`config.mk`:
```
export PLATFORM = sky130hd
export DESIGN_NAME = charge_meter
export DESIGN_NICKNAME = d
export VERILOG_FILES = /design/src/rtl/charge_meter.sv
export SDC_FILE = /design/constraint.sdc
export NUM_CORES = 1
export LEC_CHECK = 0
export ABC_AREA = 1
export CORE_ASPECT_RATIO = 1.25
export CORE_MARGIN = 2
export CORE_UTILIZATION = 35
export CTS_CLUSTER_DIAMETER = 200
export DETAILED_ROUTE_END_ITERATION = 10
export PLACE_DENSITY = 0.65
export SLEW_MARGIN = 25
export SYNTH_ARGS = -nofsm -noshare
export SYNTH_HDL_FRONTEND = slang
export SYNTH_SLANG_ARGS = --single-unit
```
`constraint.sdc`:
```
create_clock -name clk -period 6.84 [get_ports clk]
set_clock_uncertainty 0.1 [all_clocks]
set_input_delay 1.026 -clock clk [delete_from_list [all_inputs] [get_ports clk]]
set_output_delay 1.026 -clock clk [all_outputs]
set_load 0.05 [all_outputs]
```
`src/rtl/charge_meter.sv`:
```
// Air-conditioner charge meter: synchronised tick counting, metered seconds and saturating bill.
// Optional CHARGE_MIN_BILL_EN: bill one minute up front on each IDLE->RUN start.
module charge_meter #(
    parameter int TICKS_PER_SEC = 500,
    parameter int RATE_COOL     = 5,
    parameter int RATE_HEAT     = 8,
    parameter int RATE_FAN      = 2,
    parameter int CHARGE_MAX    = 9999
) (
    input  logic        clk,
    input  logic        rst,
    input  logic        tick_in,
    input  logic        en,
    input  logic [1:0]  mode,
    input  logic        clr,
    output logic [15:0] seconds,
    output logic [13:0] charge,
    output logic        sec_pulse,
    output logic        running,
    output logic        sat
);

    localparam int SW = (TICKS_PER_SEC > 1) ? $clog2(TICKS_PER_SEC) : 1;
    localparam logic [SW-1:0] SUB_LAST = SW'(TICKS_PER_SEC - 1);
    localparam logic [14:0]   MAX15    = 15'(CHARGE_MAX);

    typedef enum logic [1:0] {IDLE, RUN, PAUSE, SAT} state_t;

    state_t state, nxt;

    logic          s1, s2, s3, tick;
    logic [SW-1:0] sub;
    logic [5:0]    min_cnt;
    logic [13:0]   rate;
    logic [14:0]   sum;
    logic          minute_wrap, add_en, sat_hit;
    logic          count_ok, sec_adv;

`ifdef CHARGE_MIN_BILL_EN
    logic skip;
    logic start_bill;
    assign start_bill = (state == IDLE) && en && !clr;
    assign add_en     = (minute_wrap && !skip) || start_bill;
`else
    assign add_en     = minute_wrap;
`endif

    always_comb begin
        rate = 14'(RATE_FAN);
        unique case (mode)
            2'b01:   rate = 14'(RATE_COOL);
            2'b10:   rate = 14'(RATE_HEAT);
            default: rate = 14'(RATE_FAN);
        endcase
    end

    assign sum         = {1'b0, charge} + {1'b0, rate};
    assign minute_wrap = sec_pulse && (min_cnt == 6'd59);
    assign sat_hit     = add_en && (sum >= MAX15);
    // a tick racing the saturating add is dropped so SAT freezes cleanly
    assign count_ok    = tick && (state == RUN) && en && !sat_hit;
    assign sec_adv     = count_ok && (sub == SUB_LAST)
                         && (seconds != 16'hFFFF);

    assign running = (state == RUN);
    assign sat     = (state == SAT);

    always_comb begin
        nxt = state;
        unique case (state)
            IDLE:    if (en) nxt = RUN;
            RUN:     if (!en) nxt = PAUSE;
            PAUSE:   if (en) nxt = RUN;
            SAT:     nxt = SAT;
            default: nxt = IDLE;
        endcase
        if (sat_hit) nxt = SAT;
        if (clr) nxt = IDLE;
    end

    always_ff @(posedge clk or negedge rst) begin
        if (!rst) begin
            state <= IDLE;
            s1    <= 1'b0;
            s2    <= 1'b0;
            s3    <= 1'b0;
            tick  <= 1'b0;
        end else begin
            state <= nxt;
            s1    <= tick_in;
            s2    <= s1;
            s3    <= s2;
            tick  <= s2 & ~s3;
        end
    end

    always_ff @(posedge clk or negedge rst) begin
        if (!rst) begin
            sub       <= '0;
            min_cnt   <= '0;
            seconds   <= '0;
            charge    <= '0;
            sec_pulse <= 1'b0;
        end else if (clr) begin
            sub       <= '0;
            min_cnt   <= '0;
            seconds   <= '0;
            charge    <= '0;
            sec_pulse <= 1'b0;
        end else begin
            sec_pulse <= sec_adv;
            if (count_ok)
                sub <= (sub == SUB_LAST) ? '0 : sub + 1'b1;
            if (sec_adv)
                seconds <= seconds + 16'd1;
            if (sec_pulse)
                min_cnt <= minute_wrap ? 6'd0 : min_cnt + 6'd1;
            if (add_en)
                charge <= sat_hit ? MAX15[13:0] : sum[13:0];
        end
    end

`ifdef CHARGE_MIN_BILL_EN
    always_ff @(posedge clk or negedge rst) begin
        if (!rst)
            skip <= 1'b0;
        else if (clr)
            skip <= 1'b0;
        else if (start_bill)
            skip <= 1'b1;
        else if (minute_wrap)
            skip <= 1'b0;
    end
`endif

endmodule

```
==> results.yml <==
outcome:
  status: "complete, no violations"
floorplanning:
  fp.dieH_um: 112
  die_width_um: 90.2
  initial_core_util_pct: 35.8
  die-area_um2: 10100
  coreArea_um2: 9080
  ios: 40
  std_cell_rows: 39
logic_synthesis:
  ys_types: 36
  seq_area_frac_synth_pct: 40.0
  synth_warnings: 0
  async_reset_ff_share_pct: 100
  yosys_most_used_dff: "dfrtp_1"
  synth.top_cell.area_share_pct: 40.0
  ys_top_cells_by_area: "dfrtp_1, nand2_1, nand3_1"
  synthCells: 434
  yosysMostFrequentCell: "nand2_1"
  ys_ff_latch: 52
  synth_area_um2: 3250
  synth_nets: 451
  synth_edf_count: 0
  syn_area_per_cell_um2: 7.49
  yosysTopAreaCell: "dfrtp_1"
  synth_commonest_cells: "nand2_1, dfrtp_1, nand3_1"
finish:
  final_cells: 599
  final_nets: 492
  drive_gt1_share_pct: 9.24
  area_delta_synth_final_pct: 21.3
  antenna_cells: 0
  finalInstanceArea_um2: 3940
critical_path:
  path_max_fanout: 18
  cp_slowest_cell: "clkdlybuf4s50_1"
  critPathTopFamily: "simple AND/OR/NAND/NOR gates"
  path_class: "input port to flop"
  slowest_delay_ps: 510
  crit_path_frequent_cell: "nand2_1"
  r2r_slack_ps: 4050
  critPathRequiredTime_ps: 6920
  start_kind: "input port"
  path_cells: "clkdlybuf4s50_1 -> ha_1 -> ha_1 -> inv_1 -> fa_1 -> inv_1 -> nand3_1 -> nand2_2 -> nand2_1 -> nand2_1 -> nand2_1 -> inv_2 -> nand2_1 -> nor2_2 -> nand2_2 -> nand2_4 -> nand3_4 -> nand3_4 -> nand2_4 -> nand2_1 -> nand2_1"
  worstPathArrival_ps: 3970
  crit_buf_inv: 4
  end_kind: "flop"
power:
  p_leak_nw: 1.86
  ir_drop_v: 0.000117
  p_per_area_nw_per_um2: 171
sta:
  setup_tns_ps: 0
  fin_crit_ps: 3890
  finalHoldViolations: 0
  setup_viol: 0
  fmax_mhz: 257
  relSlewSlack_pct: 53.7
  finalMaxSlewViolations: 0
  hold_ws_ps: 254
  rsz0062_at_grt: "false"
  worstMarginPinSlew_ps: 695
  min_period_over_period_pct: 56.9
clocking:
  htreeDepth: 2
  cts_buffers: 5
  postCtsHoldBufs: 0
  cts_setup_buffers: 0
  ctsResizeCount: 0
  clk_latency_ps: 290
  cts_root_buffer: "clkbuf_16"
  cts.reportedPaths.clkPinSlew_ps: 70
  clockBufferDepth: 2
  cts.sinks: 52
  cts_tree: "done"
drt:
  wl_met2_um: 3550
  first_pass_iters: 4
  drc: 0
  wl_um: 7460
  viasPerCell: 4.89
  dr_total_vias: 2928
  dr_wl_met3_um: 430
  drtAntennaViolNets: 0
  wl_met1_um: 3340
  wl_per_cell_um: 12.5
  drt_iter0_markers: 118
  maxUsedRoutingLayer: "met4"
hold_path:
  hold_path.class: "flop to flop"
grt:
  track_usage_pct: 15.9
  overflow: 0
  grt_max_degree: 53
  antenna_found_initial: 0
  grt_pass1_vias: 2961
  grt_pass1_wl_um: 13400
flow_run:
  drv_cap: 0
placed_design:
  gp_congestion: 0.922
  dp_hpwl_um: 5450
  io_buffers: 39
  place_area_um2: 3760
  dp_cells: 591
power by group:
part / total [mW] / switching, mW / internal [mW]
Sequential: 0.318 / 0.00524 / 0.313
Clock: 0.302 / 0.109 / 0.193
Combinational: 0.0551 / 0.0387 / 0.0164
Total: 0.675 / 0.153 / 0.522
routing by layer:
layer	global-route usage [%]	up-vias
met5	0	-
met4	5.74	0
met3	3.04	10
met2	27.2	77
met1	20.0	1363
li1	-	1478
per-stage QoR:
stage	power (mW)	worst slack [ps]	util [%]
3_5_place_dp	0.380	2660	41.4
2_1_floorplan	0.357	3460	-
6_report	0.675	2950	43.5
3_3_place_gp	0.378	2770	41.4
4_1_cts	0.683	2950	43.5
5_1_grt	0.702	2650	43.5
placed cells by master (no fill, tap or decap), types with 4 or more instances in the layout:
master             n
a21oi_1            9
a31oi_1            5
clkbuf_16          5
clkdlybuf4s50_1   38
dfrtp_1           52
ha_1               9
inv_1             49
inv_2              4
nand2_1          122
nand2_2           11
nand3_1           50
nor2_1            43
nor3_1             6
o21ai_0           10
o21ai_2            6
o22ai_1            6
xor2_1            14
final cells by class:
class	instances	area, µm²
fillers	928	5130
clock buffers	7	153
clock inverters	1	30.0
flip-flops and latches	52	1300
multi-input cells	320	1700
well taps	123	154
inverters	54	203
repair buffers	42	408
worst paths after layout:
kind,startpoint,to,cells past startpoint
max in group asynchronous,rst,charge[12],2
worst max register to register,charge[0],seconds[5],19
min in group asynchronous,rst,charge[4],2
worst min-delay path,s1,s2,0
worst max-delay path,mode[0],seconds[5],21
worst min register to register,s1,s2,0
registers in the layout, summed over array words and instances (netlist names):
signal     flops
min_cnt        6
sec_pulse      1
sub            9
tick           1
s1             1
seconds       16
s2             1
charge        14
s3             1
state          2
cell families after synthesis:
kind of cell / Yosys count / synth area share [%]
AND/OR/NAND/NOR: 254 / 36.1
buffers and inverters: 62 / 7.85
flip-flops: 52 / 40.0
AO/OA/AOI/OAI: 39 / 7.35
XOR/XNOR: 17 / 4.58
adder cells (fa/ha/maj): 10 / 4.08
worst register-to-register path: stages (launching register included):
cell and delay (ps):
dfrtp_1 380, ha_1 180, inv_1 50, fa_1 380
inv_1 130, nand3_1 120, nand2_2 130, nand2_1 60
nand2_1 50, nand2_1 50, inv_2 60, nand2_1 60
nor2_2 80, nand2_2 70, nand2_4 90, nand3_4 110
nand3_4 230, nand2_4 190, nand2_1 110, nand2_1 60
No activity file was read; power rests on OpenSTA's default activity.
